**config.mk**
```make
export PLATFORM = sky130hd
export DESIGN_NAME = data_access_unit
export DESIGN_NICKNAME = d
export VERILOG_FILES = /design/src/rtl/da_pkg.sv /design/src/rtl/data_access_unit_vec_lane_buffer.sv /design/src/rtl/data_access_unit.sv
export SDC_FILE = /design/constraint.sdc
export NUM_CORES = 1
export LEC_CHECK = 0
export BUFFER_PORTS_ARGS = -buffer_cell sky130_fd_sc_hd__buf_2
export CORE_UTILIZATION = 35
export CTS_BUF_LIST = sky130_fd_sc_hd__clkbuf_4 sky130_fd_sc_hd__clkbuf_8
export DETAILED_ROUTE_END_ITERATION = 16
export GPL_TIMING_DRIVEN = 0
export PLACE_DENSITY = 0.64
export SKIP_CTS_REPAIR_TIMING = 1
export SYNTH_ARGS = -nofsm -noshare
export SYNTH_HDL_FRONTEND = slang
export SYNTH_SLANG_ARGS = --single-unit
```
**constraint.sdc**
```tcl
create_clock -name clk -period 8 [get_ports clk]
set_clock_uncertainty 0.05 [all_clocks]
set_input_delay 0.4 -clock clk [delete_from_list [all_inputs] [get_ports clk]]
set_output_delay 0.4 -clock clk [all_outputs]
set_load 0.005 [all_outputs]
```
**src/rtl/da_pkg.sv**
```systemverilog
// Shared types and constants for the M-stage data access unit.
// Lane geometry and the sequencer state encoding live here.
package da_pkg;

    localparam int LANE_W     = 32;
    localparam int LANES      = 4;
    localparam int ADDR_W     = 32;
    localparam int WORD_BYTES = 4;
    localparam int VEC_W      = LANE_W * LANES;
    localparam int LIDX_W     = (LANES > 1) ? $clog2(LANES) : 1;

    typedef enum logic [1:0] {
        IDLE,
        RUN,
        LAST,
        DONE
    } da_state_t;

    function automatic logic [ADDR_W-1:0] word_addr(
        input logic [ADDR_W-1:0] base,
        input logic [LIDX_W-1:0] idx
    );
        return base + ADDR_W'(idx) * ADDR_W'(WORD_BYTES);
    endfunction

    function automatic logic [LANE_W-1:0] lane_of(
        input logic [VEC_W-1:0]  vec,
        input logic [LIDX_W-1:0] idx
    );
        return vec[idx*LANE_W +: LANE_W];
    endfunction

endpackage

```
**src/rtl/data_access_unit_vec_lane_buffer.sv**
```systemverilog
// Vector load assembly buffer: per-lane capture, committed to the
// output register only when the final lane lands.
module vec_lane_buffer
    import da_pkg::*;
(
    input  logic                  clk,
    input  logic                  i_clr,
    input  logic                  i_we,
    input  logic [LIDX_W-1:0]     i_idx,
    input  logic [LANE_W-1:0]     i_wdata,
    input  logic                  i_commit,
    output logic [VEC_W-1:0]      o_vec
);

    logic [LANES-1:0][LANE_W-1:0] r_lanes;
    logic [LANES-1:0][LANE_W-1:0] w_lanes;
    logic [VEC_W-1:0]             r_vec;

    always_comb begin
        w_lanes = r_lanes;
        if (i_we) begin
            w_lanes[i_idx] = i_wdata;
        end
    end

    // The visible vector only changes on commit, so a partly filled
    // load never leaks onto ReadDataVM.
    always_ff @(posedge clk) begin
        if (i_clr) begin
            r_lanes <= '0;
            r_vec   <= '0;
        end else begin
            if (i_we) begin
                r_lanes <= w_lanes;
            end
            if (i_commit) begin
                r_vec <= w_lanes;
            end
        end
    end

    assign o_vec = r_vec;

endmodule

```
**src/rtl/data_access_unit.sv**
```systemverilog
// M-stage memory sequencer: scalar pass-through, vector split into lanes.
// Optional stall-cycle counter enabled by DA_PERF_CNT_EN.
module data_access_unit
    import da_pkg::*;
(
    input  logic                  clk,
    input  logic                  rst,
    input  logic                  MemReqM,
    input  logic                  MemWriteM,
    input  logic                  VecM,
    input  logic [ADDR_W-1:0]     AddrM,
    input  logic [LANE_W-1:0]     WriteDataM,
    input  logic [VEC_W-1:0]      WriteDataVM,
    input  logic [LANE_W-1:0]     mem_rdata,
    output logic [ADDR_W-1:0]     mem_addr,
    output logic                  mem_we,
    output logic [LANE_W-1:0]     mem_wdata,
    output logic [LANE_W-1:0]     ReadDataM,
    output logic [VEC_W-1:0]      ReadDataVM,
    output logic                  BusyDA,
    output logic [31:0]           BusyCycles
);

    da_state_t           r_state;
    da_state_t           w_next;
    logic [LIDX_W-1:0]   r_idx;
    logic [LIDX_W-1:0]   w_idx_nxt;
    logic [ADDR_W-1:0]   r_base;
    logic [VEC_W-1:0]    r_wdv;
    logic                r_store;

    logic                w_vec_req;
    logic                w_latch;
    logic                w_busy;
    logic                w_lane_we;
    logic [LIDX_W-1:0]   w_lane_idx;
    logic                w_commit;

    assign w_vec_req = MemReqM & VecM;

    always_comb begin
        w_next     = r_state;
        w_idx_nxt  = r_idx;
        w_latch    = 1'b0;
        w_busy     = 1'b0;
        w_lane_we  = 1'b0;
        w_lane_idx = r_idx - LIDX_W'(1);
        w_commit   = 1'b0;
        mem_addr   = AddrM;
        mem_we     = MemReqM & MemWriteM;
        mem_wdata  = WriteDataM;

        unique case (r_state)
            IDLE: begin
                if (w_vec_req) begin
                    w_latch   = 1'b1;
                    w_busy    = 1'b1;
                    w_idx_nxt = LIDX_W'(1);
                    mem_addr  = {AddrM[ADDR_W-1:2], 2'b00};
                    mem_we    = MemWriteM;
                    mem_wdata = WriteDataVM[LANE_W-1:0];
                    if (MemWriteM && (LANES == 2)) begin
                        w_next = DONE;
                    end else begin
                        w_next = RUN;
                    end
                end
            end
            RUN: begin
                w_busy    = 1'b1;
                w_idx_nxt = r_idx + LIDX_W'(1);
                mem_addr  = word_addr(r_base, r_idx);
                mem_we    = r_store;
                mem_wdata = lane_of(r_wdv, r_idx);
                w_lane_we = ~r_store;
                if (r_store && (r_idx == LIDX_W'(LANES - 2))) begin
                    w_next = DONE;
                end else if (!r_store &&
                             (r_idx == LIDX_W'(LANES - 1))) begin
                    w_next = LAST;
                end
            end
            LAST: begin
                w_busy     = 1'b1;
                mem_addr   = r_base;
                mem_we     = 1'b0;
                w_lane_we  = 1'b1;
                w_lane_idx = LIDX_W'(LANES - 1);
                w_commit   = 1'b1;
                w_next     = DONE;
            end
            DONE: begin
                // Last store word goes out here; a load issues nothing.
                mem_addr  = word_addr(r_base, r_idx);
                mem_we    = r_store;
                mem_wdata = lane_of(r_wdv, r_idx);
                w_next    = IDLE;
            end
        endcase

        if (rst) begin
            mem_we    = 1'b0;
            w_busy    = 1'b0;
            w_lane_we = 1'b0;
            w_commit  = 1'b0;
        end
    end

    always_ff @(posedge clk) begin
        if (rst) begin
            r_state <= IDLE;
            r_idx   <= '0;
            r_base  <= '0;
            r_wdv   <= '0;
            r_store <= 1'b0;
        end else begin
            r_state <= w_next;
            r_idx   <= w_idx_nxt;
            if (w_latch) begin
                r_base  <= {AddrM[ADDR_W-1:2], 2'b00};
                r_wdv   <= WriteDataVM;
                r_store <= MemWriteM;
            end
        end
    end

    vec_lane_buffer u_buf (
        .clk      (clk),
        .i_clr    (rst),
        .i_we     (w_lane_we),
        .i_idx    (w_lane_idx),
        .i_wdata  (mem_rdata),
        .i_commit (w_commit),
        .o_vec    (ReadDataVM)
    );

    assign BusyDA    = w_busy;
    assign ReadDataM = mem_rdata;

`ifdef DA_PERF_CNT_EN
    logic [31:0] r_busy_cycles;

    always_ff @(posedge clk) begin
        if (rst) begin
            r_busy_cycles <= '0;
        end else if (w_busy && (r_busy_cycles != 32'hFFFF_FFFF)) begin
            r_busy_cycles <= r_busy_cycles + 32'd1;
        end
    end

    assign BusyCycles = r_busy_cycles;
`else
    assign BusyCycles = 32'd0;
`endif

endmodule
```
==> run summary, run 1 <==
The overall power of the completed layout is 6.23 mW. The maximum vdd drop is 161 uV. The arrival time at the worst endpoint is 4.29 ns. The number of top-level design ports is 487. Dividing the detail-routed wire length by the instance count gives 18.9 microns. The height of the die came out at 230 microns. The final clock period utilization by the worst path came out at 59.2%.

In the synthesized netlist the dominant register cell turns out to be sky130_fd_sc_hd__dfxtp_1. The via count of the first global-routing pass came to 17,100. The area of the die came out at 52,800 sq um. The clock latency reported for the late side of the worst-skew pair is 0.65 ns. The number of library cell types mapped by synthesis is 58. Setup repair after global routing left no endpoint under its margin. Static timing analysis puts the maximum clock frequency at 211 MHz. The number of max-cap violations is 0. Setup violations remaining at the end of the flow were counted as 0. The core region is 51,300 sq um. The start-to-end type of the worst setup path is reg -> out. During synthesis, Yosys emitted a total of 0 warnings. The final global-route overflow total is 0.

The layout has 4,991 filler cells. TritonCTS built the clock tree. The final net count is 3,140.

The flow ran to the end, but the final reports show violations. The count of endpoints failing hold in the final timing report came to 2. The final RePlAce weighted congestion came out at 0.886. The die span in x came out at 230 microns. The initial antenna violation count is 6. The total number of placement rows came out at 83.

The share of synthesized area in the top cell type comes to 46.2%. The final reports fail on hold timing. The first detailed-routing pass ran for 8 iterations. The average cell area after synthesis is 8.32 sq um. The H-tree generated during clock tree synthesis spans 3 levels. The worst setup path is launched from a flop. The average vias per placed instance came out at 5.09. The top fanout value on the critical path came out at 10. In the final layout, the share of cells above drive strength 1 is 24.1%. The number of sinks driven by the clock tree is 419. The final route contains 18,500 vias. In this run the tightest slew margin relative to its limit is 9.76%. The layout overhead on the synthesized area came out at 35.4%. The total negative slack is 0 ns. The maximum buffer depth of the clock tree is 3. The initial utilization of the core area, before any placement, comes to 35.4%. The flop and latch count out of synthesis came out at 419. The power density over cell area is 253 nW/um^2. The netlist area before placement is 18,200 sq um. The transition at the pin with the smallest max-transition slack came out at 1.34 ns. The combined global-route utilization of all metal layers is 24.5%. The sequential element share of the synthesized area came out at 46.2%. For this run, design rule violations remaining after detail routing come to 0. The proportion of synthesized flip-flops having asynchronous set or reset came out at 0%.

The register clock-pin slew on the reported worst setup and hold paths is 0.06 ns. Entering global routing, the biggest net connects 11 pins. Synthesis produced 2,182 cells. The number of input and output port buffers inserted is 453. The first-pass GRT wire length is 99,500 microns. The number of nets with antenna violations after routing is 0.

STA classifies the critical path endpoint as an output pin. The placed wire-length estimate came out at 50,500 microns. The sum of routed wire length over all layers is 68,700 microns.

Ranked by total cell area, the synthesized netlist is headed by sky130_fd_sc_hd__dfxtp_1 46%, sky130_fd_sc_hd__nand2_1 13%, sky130_fd_sc_hd__mux2i_1 7.1%. Yosys mapped a number of flops with a built-in enable equal to 0. TritonCTS created 72 clock buffers.

The final count of pins violating max slew came out at 0. Final hold analysis gives a worst-case slack of -0.0138 ns. Counting I/O delays and the setup requirement, the final critical path takes 4.74 ns. The critical path required time came out at 7.55 ns. The number of DRC violations after detailed-routing iteration 0 came out at 1,380.

The tightest min-delay check is of the in -> reg type. The leakage component of the power came out at 10.3 nW. CTS placed an instance of sky130_fd_sc_hd__clkbuf_8 at the clock tree root. The synthesized design spends more area on one cell type than any other, namely sky130_fd_sc_hd__dfxtp_1.
-- where the power goes --
group	switching (mW)	internal, mW
Combinational	1.09	0.666
Clock	0.909	1.21
Sequential	0.105	2.25
-- per-stage QoR --
| step | cells | cell area, sq um | setup slack [ns] | utilization, % | hold WS [ns] |
|---|---|---|---|---|---|
| 2_1_floorplan | 2213 | 18300 | 4.86 | - | 0.383 |
| 3_5_place_dp | 3346 | 21400 | 3.90 | 41.7 | 0.393 |
| 4_1_cts | 3471 | 23000 | 3.19 | 44.8 | -0.103 |
| 6_report | 3637 | 24600 | 3.26 | 48.0 | -0.0138 |
| 3_3_place_gp | 3346 | 21400 | 3.93 | 41.7 | 0.390 |
| 5_1_grt | 3636 | 24600 | 3.00 | 48.0 | -0.00327 |
-- area by class of cell --
type,count,area [sq um],area share [%]
Antenna cell,4,10.0,0.0407
Timing Repair Buffer,615,3890,15.8
Clock inverter,12,136,0.554
Sequential cell,419,8390,34.1
Tap cell,680,851,3.46
Buffer,237,1170,4.78
Inverter,12,45.0,0.183
Clock buffer,113,1440,5.84
Multi-Input combinational cell,1545,8670,35.3
-- worst max-delay path, cell delays in order, from the launching register on --
cell	delay, ns
sky130_fd_sc_hd__dfxtp_1	0.39
sky130_fd_sc_hd__clkbuf_1	0.39
sky130_fd_sc_hd__clkbuf_1	0.56
sky130_fd_sc_hd__inv_1	0.18
sky130_fd_sc_hd__fa_1	0.54
sky130_fd_sc_hd__and4b_1	0.29
sky130_fd_sc_hd__clkbuf_2	0.18
sky130_fd_sc_hd__nand4_1	0.14
sky130_fd_sc_hd__buf_2	0.23
sky130_fd_sc_hd__o41ai_1	0.34
sky130_fd_sc_hd__o22a_1	0.26
sky130_fd_sc_hd__buf_2	0.15
-- path summary, 6_finish.rpt --
check | from | endpoint | slack (ns) | cells after the start
setup / recovery | r_idx[1]$_SDFFE_PP0P_ | mem_addr[24] | 3.26 | 11
hold reg to reg | r_wdv[123]$_SDFFE_PP0P_ | r_wdv[123]$_SDFFE_PP0P_ | 0.40 | 2
hold / removal | WriteDataVM[64] | r_wdv[64]$_SDFFE_PP0P_ | -0.01 | 3
setup reg to reg | r_idx[0]$_SDFFE_PP0P_ | u_buf.r_lanes[33]$_SDFFE_PP0P_ | 4.48 | 8
-- Yosys cell counts, types with 3 or more instances --
master,instances
sky130_fd_sc_hd__a211oi_1,34
sky130_fd_sc_hd__nand4_1,13
sky130_fd_sc_hd__dfxtp_1,419
sky130_fd_sc_hd__nor4_1,7
sky130_fd_sc_hd__nand2_1,615
sky130_fd_sc_hd__nand3b_1,57
sky130_fd_sc_hd__nand3_1,14
sky130_fd_sc_hd__mux4_2,32
sky130_fd_sc_hd__or3_1,4
sky130_fd_sc_hd__buf_4,65
sky130_fd_sc_hd__a22oi_1,39
sky130_fd_sc_hd__or4_1,6
sky130_fd_sc_hd__nor4_2,3
sky130_fd_sc_hd__xnor2_1,7
sky130_fd_sc_hd__o21a_1,3
sky130_fd_sc_hd__buf_1,3
sky130_fd_sc_hd__inv_1,12
sky130_fd_sc_hd__o211ai_1,8
sky130_fd_sc_hd__o21ai_0,80
sky130_fd_sc_hd__nor2b_1,4
sky130_fd_sc_hd__o221ai_1,6
sky130_fd_sc_hd__a21oi_1,218
sky130_fd_sc_hd__and3_1,6
sky130_fd_sc_hd__and4_1,4
sky130_fd_sc_hd__a21o_1,6
sky130_fd_sc_hd__mux2i_1,129
sky130_fd_sc_hd__nor3_1,9
sky130_fd_sc_hd__ha_1,8
sky130_fd_sc_hd__nor2_1,141
sky130_fd_sc_hd__buf_2,25
sky130_fd_sc_hd__nand2b_1,35
sky130_fd_sc_hd__clkbuf_1,141
-- registers in the layout (all words and copies together), names as in the netlist --
register       flops
r_wdv            128
u_buf.o_vec      128
u_buf.r_lanes    128
r_base            30
r_idx              2
r_state            2
r_store            1
-- cells by family (layout without fill, tap and decap cells) --
family                   count (synthesis)  count (layout)  synth area share [%]
XOR/XNOR                                 8               8                 0.386
AO/OA/AOI/OAI                          408             408                  12.9
adder cells (fa/ha/maj)                  9               9                 0.661
buffers and inverters                  249             989                  6.72
other                                    1              36                0.0206
AND/OR/NAND/NOR                        927             927                  22.1
multiplexers                           161             161                  11.1
flip-flops                             419             419                  46.2
-- layout by cell type, fill, tap and decap left out, types with 32 or more instances in the layout --
cell type and instances:
sky130_fd_sc_hd__nor2_1 141, sky130_fd_sc_hd__conb_1 32, sky130_fd_sc_hd__a21oi_1 218, sky130_fd_sc_hd__buf_2 478, sky130_fd_sc_hd__buf_4 65, sky130_fd_sc_hd__clkbuf_8 94
sky130_fd_sc_hd__dfxtp_1 419, sky130_fd_sc_hd__dlygate4sd3_1 162, sky130_fd_sc_hd__a22oi_1 39, sky130_fd_sc_hd__mux4_2 32, sky130_fd_sc_hd__a211oi_1 34, sky130_fd_sc_hd__nand2b_1 35
sky130_fd_sc_hd__clkbuf_1 141, sky130_fd_sc_hd__o21ai_0 80, sky130_fd_sc_hd__mux2i_1 129, sky130_fd_sc_hd__nand2_1 615, sky130_fd_sc_hd__nand3b_1 57
-- routing by layer --
metal  wire [microns]  GRT usage [%]
met1            28400           31.2
met2            32300           40.1
met3             5700           5.68
met4             2260           9.35
met5               17              0
Note: power is estimated with default switching activity, not from simulation.
==> run 2, diff against run 1 <==
--- a/config.mk
+++ b/config.mk
@@ -5,6 +5,7 @@
 export SDC_FILE = /design/constraint.sdc
 export NUM_CORES = 1
 export LEC_CHECK = 0
+export ABC_AREA = 1
 export BUFFER_PORTS_ARGS = -buffer_cell sky130_fd_sc_hd__buf_2
 export CORE_UTILIZATION = 35
 export CTS_BUF_LIST = sky130_fd_sc_hd__clkbuf_4 sky130_fd_sc_hd__clkbuf_8
==> constraint.sdc (replaced) <==
create_clock -name clk -period 4.4 [get_ports clk]
set_clock_uncertainty 0.05 [all_clocks]
set_input_delay 0.22 -clock clk [delete_from_list [all_inputs] [get_ports clk]]
set_output_delay 0.22 -clock clk [all_outputs]
set_load 0.005 [all_outputs]
==> run summary, run 2 <==
The run finished with clean final reports. The critical path in this run is classified as reg -> out. The layout overhead on the synthesized area came out at 36.8%. The pre-CTS setup slack is 1.24 ns (-2.66 ns). The count of warnings emitted by yosys is 0 (unchanged).

The number of DRC violations after detailed-routing iteration 0 came out at 1,499 (+8.6%). The sequential element share of the synthesized area came out at 45.5% (-0.68 points). The library cell used most frequently in the layout, excluding fill and tap cells, is sky130_fd_sc_hd__nand2_1. The count of endpoints failing hold in the final timing report came to 0 (-2). The maximum level of the CTS H-tree was 3 (unchanged).

The clock buffer count from CTS came to 77 (+6.9%). The combined global-route utilization of all metal layers is 27.0% (+2.5 points). The final RePlAce weighted congestion was 0.944 (+6.6%).

The clock latency reported for the late side of the worst-skew pair came out at 0.67 ns (+0.02 ns). The fraction of final layout cells sized beyond drive strength 1 came out at 21.4% (-2.8 points). The initial antenna violation count is 0 (-6). The height of the die came out at 232 microns (+0.74%). The sum of routed wire length over all layers was 77,000 microns (+12%). The total number of placement rows came out at 83 (unchanged). The standard cell area after detailed placement is 21,700 sq um (+1.3%). The number of max-cap violations came out at 0 (unchanged). The final net count came out at 3,641 (+16%).

The transition at the pin with the smallest max-transition slack came out at 1.27 ns (-0.0755 ns). The commonest cells after synthesis are 554 x sky130_fd_sc_hd__nand2_1, 426 x sky130_fd_sc_hd__nor2_1, 419 x sky130_fd_sc_hd__dfxtp_1. The highest achievable clock rate came out at 262 MHz. The critical path required time came out at 4.13 ns (-3.42 ns).

The placed wire-length estimate is 55,600 microns (+10%). The pin count of the biggest net entering global routing was 13 (+2). The final clock period utilization by the worst path came out at 86.8%. The number of nets with antenna violations after routing came out at 0 (unchanged). The routed design could run at a clock period as short as 3.82 ns.

Among all cell types in the netlist, the one instantiated most often is sky130_fd_sc_hd__nand2_1. The number of library cell types mapped by synthesis is 34 (-41%). The die span in x is 232 microns (+0.74%). Setup repair after global routing left no endpoint under its margin. The headroom to the max-slew limit came out at 15.2% (+5.5 points). The final count of pins violating max slew is 0 (unchanged). The maximum buffer depth of the clock tree came out at 3 (unchanged). The filler cell count in the final layout is 5,219 (+4.6%). The clock root buffer master is sky130_fd_sc_hd__clkbuf_8. The worst setup margin came out at 0.582 ns (-2.68 ns). The final global-route overflow total is 0 (unchanged). For this run, the leading register cell type out of synthesis is sky130_fd_sc_hd__dfxtp_1. The final routed DRC violation total came out at 0 (unchanged). Leaving out fill and tap cells, the most frequent cells in the layout are 554 x sky130_fd_sc_hd__nand2_1, 512 x sky130_fd_sc_hd__buf_2, 426 x sky130_fd_sc_hd__nor2_1.

The netlist area before placement is 18,400 sq um (+1.5%). The clock tree from TritonCTS is done. The first-pass GRT wire length is 110,000 microns (+10%). The average cell area after synthesis came out at 6.96 sq um (-16%).

The number of enable flip-flop cells after synthesis is 0 (unchanged). The area of the die came out at 53,600 sq um (+1.5%). The average vias per placed instance is 4.95 (-2.9%). The power density over cell area came out at 519 nW/um^2 (+110%). The register clock-pin slew on the reported worst setup and hold paths is 0.06 ns (about the same). The number of input and output port buffers inserted is 454 (+0.22%). The post-layout instance area is 25,200 sq um (+2.5%).

The worst hold path belongs to the class in -> reg. The flop and latch count out of synthesis came out at 419 (unchanged). The starting density of the core came out at 35.7% (+0.24 points). The number of top-level design ports came to 487 (unchanged). The arrival time at the worst endpoint came out at 3.55 ns (-0.74 ns). The worst setup path is captured at an output pin. The number of cells in the design after placement came to 3,814 (+14%).

The via count of the first global-routing pass is 18,400 (+7.6%). The detailed-router iteration count before antenna repair was 5 (-3). By area the synthesized netlist is led by sky130_fd_sc_hd__dfxtp_1 45%, sky130_fd_sc_hd__nand2_1 11%, sky130_fd_sc_hd__nor2_1 8.7%. The total of endpoints with negative setup slack in the final report is 0 (unchanged). The area share of the leading cell type in the synthesized netlist was 45.5% (-0.68 points). The number of sinks driven by the clock tree was 419 (unchanged). The maximum vdd drop was 281 uV (+75%). The placeable core area came out at 51,700 sq um (+0.81%). The critical path startpoint category is a flop. The synthesized instance count was 2,649 (+21%). The most area-hungry cell type in the Yosys netlist is sky130_fd_sc_hd__dfxtp_1.

The proportion of synthesized flip-flops having asynchronous set or reset was 0% (unchanged). The number of non-filler instances in the completed layout is 4,141 (+14%). The routed wire length per instance came out at 18.6 microns (-1.6%). The leakage component of the power is 11.7 nW (+14%).

The top fanout value on the critical path came out at 10 (unchanged). The total negative slack came out at 0 ns (unchanged). The total via count in the routed design is 20,500 (+11%).

The overall power of the completed layout came to 13.1 mW (+110%).
-- run 2: metrics by stage --
stage / hold slack, ns / util [%]
finish: 0.00129 / 48.8
global route: 0.00570 / 48.8
CTS: -0.330 / 45.1
detailed placement: 0.391 / 41.9
global placement: 0.386 / 41.9
floorplan: 0.305 / -
-- run 2: cells by family (layout without fill, tap and decap cells) --
kind of cell               after synthesis  count (layout)  synth area share [%]
and+or+nand+nor                       1203            1203                  26.3
AOI/OAI and AO/OA                      593             593                  17.0
buffers and inverters                  424            1204                  10.5
DFF                                    419             419                  45.5
adders and majority gates                9               9                 0.651
other                                    1              33                0.0203
-- run 2: report_power, final --
| group | leakage, nW | switching [mW] | total, mW | internal [mW] |
|---|---|---|---|---|
| Sequential | 3.41 | 0.310 | 4.66 | 4.35 |
| Clock | 0.869 | 1.79 | 4.01 | 2.23 |
| Combinational | 7.46 | 2.91 | 4.43 | 1.52 |
| Total | 11.7 | 5.01 | 13.1 | 8.09 |
-- run 2: critical path, cell delays in order, from the launching register on --
cell	delay, ns
sky130_fd_sc_hd__dfxtp_1	0.43
sky130_fd_sc_hd__inv_1	0.12
sky130_fd_sc_hd__buf_2	0.21
sky130_fd_sc_hd__buf_1	0.34
sky130_fd_sc_hd__fa_1	0.56
sky130_fd_sc_hd__nor2_2	0.23
sky130_fd_sc_hd__nand2_1	0.19
sky130_fd_sc_hd__nor2_1	0.22
sky130_fd_sc_hd__nand2_1	0.08
sky130_fd_sc_hd__nand2_1	0.05
sky130_fd_sc_hd__nand3_1	0.06
sky130_fd_sc_hd__a21oi_1	0.23
sky130_fd_sc_hd__buf_2	0.16
-- run 2: worst paths after layout --
path                          startpoint                        endpoint  slack, ns  cells past startpoint
setup reg to reg   r_idx[0]$_SDFFE_PP0P_    u_buf.o_vec[56]$_SDFFE_PP0P_       1.60                     11
hold reg to reg   r_wdv[93]$_SDFFE_PP0P_          r_wdv[93]$_SDFFE_PP0P_       0.40                      2
hold / removal              mem_rdata[1]  u_buf.r_lanes[65]$_SDFFE_PP0P_      0.001                      5
setup / recovery   r_idx[1]$_SDFFE_PP0P_                    mem_addr[28]       0.58                     12
-- run 2: final cells by class --
type                    count  area, sq um  area share (%)
flip-flops and latches    419         8390            33.3
diodes                      1         2.50         0.00992
plain buffers             244         1260            5.00
inverters                 180          676            2.68
clock buffers             119         1480            5.87
repair buffers            644         4170            16.5
well taps                 680          851            3.37
multi-input cells        1837         8230            32.6
clock inverters            17          161           0.640
-- run 2: metal layers --
metal  vias to the layer above  GRT usage [%]  part of all wire (%)
met4                         0           10.5                   3.5
met2                       908           44.7                    47
met1                      9387           34.1                    42
met5                         -              0                     0
met3                       164           5.88                   7.5
li1                      10000              -                     -
==> run 3, diff against run 2 <==
--- a/config.mk
+++ b/config.mk
@@ -11,7 +11,9 @@
 export CTS_BUF_LIST = sky130_fd_sc_hd__clkbuf_4 sky130_fd_sc_hd__clkbuf_8
 export DETAILED_ROUTE_END_ITERATION = 16
 export GPL_TIMING_DRIVEN = 0
+export MAX_ROUTING_LAYER = met4
 export PLACE_DENSITY = 0.64
+export RECOVER_POWER = 25
 export SKIP_CTS_REPAIR_TIMING = 1
 export SYNTH_ARGS = -nofsm -noshare
 export SYNTH_HDL_FRONTEND = slang
==> run summary, run 3 (synthesized netlist as in run 2, its figures left out) <==
The cell that appears most often on the critical path is sky130_fd_sc_hd__nand2_1. The most common cell after layout, fill and taps aside is sky130_fd_sc_hd__nand2_1. In this run the worst hold path is classified as in -> reg. The area of the die came out at 53,600 sq um (unchanged). For this design, the slowest cell found on the critical path is sky130_fd_sc_hd__fa_1. The transition at the pin with the smallest max-transition slack came to 1.20 ns (-0.0717 ns).

The number of top-level design ports was 487 (unchanged). The detailed-router iteration count before antenna repair came out at 6 (+1). The total via count in the routed design is 20,400 (-0.25%). The number of DRC violations after detailed-routing iteration 0 came out at 1,322 (-12%).

The count of endpoints failing hold in the final timing report is 0 (unchanged). The leakage component of the power came out at 11.3 nW (-4.1%). The arrival time at the worst endpoint came out at 3.59 ns (+0.04 ns). The placeable core area came to 51,700 sq um (unchanged). The highest cell delay on the worst timing path is 0.57 ns (about the same). The first-pass GRT wire length is 109,000 microns (-1.1%). The fraction of final layout cells sized beyond drive strength 1 was 17.6% (-3.8 points).

The clock tree from TritonCTS is done. Setup repair after global routing left no endpoint under its margin. The height of the die came out at 232 microns (unchanged).

The worst setup margin came to 0.540 ns (-0.0414 ns). The number of input and output port buffers inserted is 454 (unchanged). The standard cell area after detailed placement came to 21,700 sq um (unchanged).

The placed wire-length estimate is 55,500 microns (-0.21%). The highest achievable clock rate is 259 MHz (-1.1%). The final net count came out at 3,641 (unchanged).

The maximum vdd drop came out at 320 uV (+14%). The maximum buffer depth of the clock tree came out at 3 (unchanged). The routed wire length per instance was 18.5 microns (-0.42%). The buffering stage count on the worst path with inverters included was 4 (unchanged). The power density over cell area is 518 nW/um^2 (-0.27%). The critical path required time is 4.13 ns (about the same). The average vias per placed instance came out at 4.94 (about the same). The headroom to the max-slew limit was 20.0% (+4.8 points). In the layout the commonest cells are 554 x sky130_fd_sc_hd__nand2_1, 426 x sky130_fd_sc_hd__nor2_1, 419 x sky130_fd_sc_hd__dfxtp_1. The antenna diode count is 0 (-1). The total negative slack is 0 ns (unchanged). The maximum level of the CTS H-tree is 3 (unchanged). The initial antenna violation count came out at 0 (unchanged).

The clock period minus final worst setup slack came to 3.86 ns (+0.0414 ns). The pre-CTS setup slack was 1.23 ns (-0.00769 ns). The top fanout value on the critical path is 10 (unchanged).

The worst setup path is captured at an output pin. The number of sinks driven by the clock tree came out at 419 (unchanged). The start-to-end type of the worst setup path is reg -> out.

The number of max-cap violations came out at 0 (unchanged). The clock latency reported for the late side of the worst-skew pair is 0.68 ns (about the same). The total number of placement rows was 83 (unchanged). The worst setup path is launched from a flop. The starting density of the core came out at 35.7% (unchanged). The post-route worst hold slack came to 0.0406 ns (+0.0394 ns). The combined global-route utilization of all metal layers came to 27.5% (+0.49 points).

The via count of the first global-routing pass is 18,000 (-1.8%). The total of endpoints with negative setup slack in the final report is 0 (unchanged). The register clock-pin slew on the reported worst setup and hold paths came out at 0.06 ns (about the same). The clock root buffer master is sky130_fd_sc_hd__clkbuf_8. The number of nets with antenna violations after routing came out at 0 (unchanged). The final clock period utilization by the worst path came out at 87.7% (+0.94 points). Walking the worst path, the cells encountered are inv_1 -> buf_2 -> buf_1 -> fa_1 -> nor2_2 -> nand2_1 -> nor2_1 -> nand2_1 -> nand2_1 -> nand3_1 -> a21oi_1 -> buf_2. The final RePlAce weighted congestion came out at 0.958 (+1.5%).

The final global-route overflow total came out at 0 (unchanged). The area growth from synthesis to layout is 35.9%. The final count of pins violating max slew came out at 0 (unchanged).

The pin count of the biggest net entering global routing was 13 (unchanged). The die span in x is 232 microns (unchanged). The post-layout instance area was 25,100 sq um (-0.68%). The kind of cell with the highest combined delay along the critical path is simple AND/OR/NAND/NOR gates. The clock buffer count from CTS came out at 76 (-1.3%). The sum of routed wire length over all layers came to 76,500 microns (-0.59%). The flow ran to the end, and the final reports show no timing, DRC or antenna violations. The final routed DRC violation total is 0 (unchanged).
run 3: layer usage:
| layer | GRT usage [%] | vias to the layer above | routed length (microns) |
|---|---|---|---|
| li1 | - | 10000 | - |
| met4 | 8.90 | 0 | 2410 |
| met1 | 34.0 | 9388 | 32300 |
| met2 | 45.2 | 867 | 36700 |
| met5 | - | - | 0 |
| met3 | 4.86 | 167 | 5110 |
run 3: path summary, 6_finish.rpt:
| kind | from | end | slack (ns) | cells past startpoint |
|---|---|---|---|---|
| max | r_idx[1]$_SDFFE_PP0P_ | mem_addr[28] | 0.54 | 12 |
| min | rst | u_buf.r_lanes[48]$_SDFFE_PP0P_ | 0.04 | 5 |
| max reg2reg | r_idx[0]$_SDFFE_PP0P_ | u_buf.o_vec[56]$_SDFFE_PP0P_ | 1.63 | 11 |
| min reg2reg | r_wdv[71]$_SDFFE_PP0P_ | r_wdv[71]$_SDFFE_PP0P_ | 0.40 | 2 |
run 3: worst reg2reg max path, delay by kind of cell, from the launching register on:
family	cells	cell delay, ns
buf+inv	4	0.88
simple gates	4	0.64
fa+ha+maj	1	0.40
flops	1	0.38
compound gates	2	0.31
run 3: layout make-up:
cell class	instances	area (sq um)
clock buffer	118	1490
tap	680	851
inverter	180	676
timing repair buffer	645	4030
buffer	244	1260
multi-input combinational	1837	8230
fill	5317	26700
clock inverter	11	133
sequential	419	8390
run 3: where the power goes:
| group | switching [mW] | internal (mW) | total (mW) |
|---|---|---|---|
| sequential | 0.310 | 4.35 | 4.66 |
| clock | 1.74 | 2.22 | 3.96 |
| combinational | 2.90 | 1.46 | 4.36 |
| total | 4.94 | 8.04 | 13.0 |
run 3: metrics by stage:
stage,std cells,power [mW],utilization [%]
3_3_place_gp,3814,8.94,41.9
5_1_grt,4134,13.7,48.4
4_1_cts,3943,12.9,45.0
2_1_floorplan,2680,7.07,-
3_5_place_dp,3814,8.96,41.9
6_report,4134,13.0,48.4
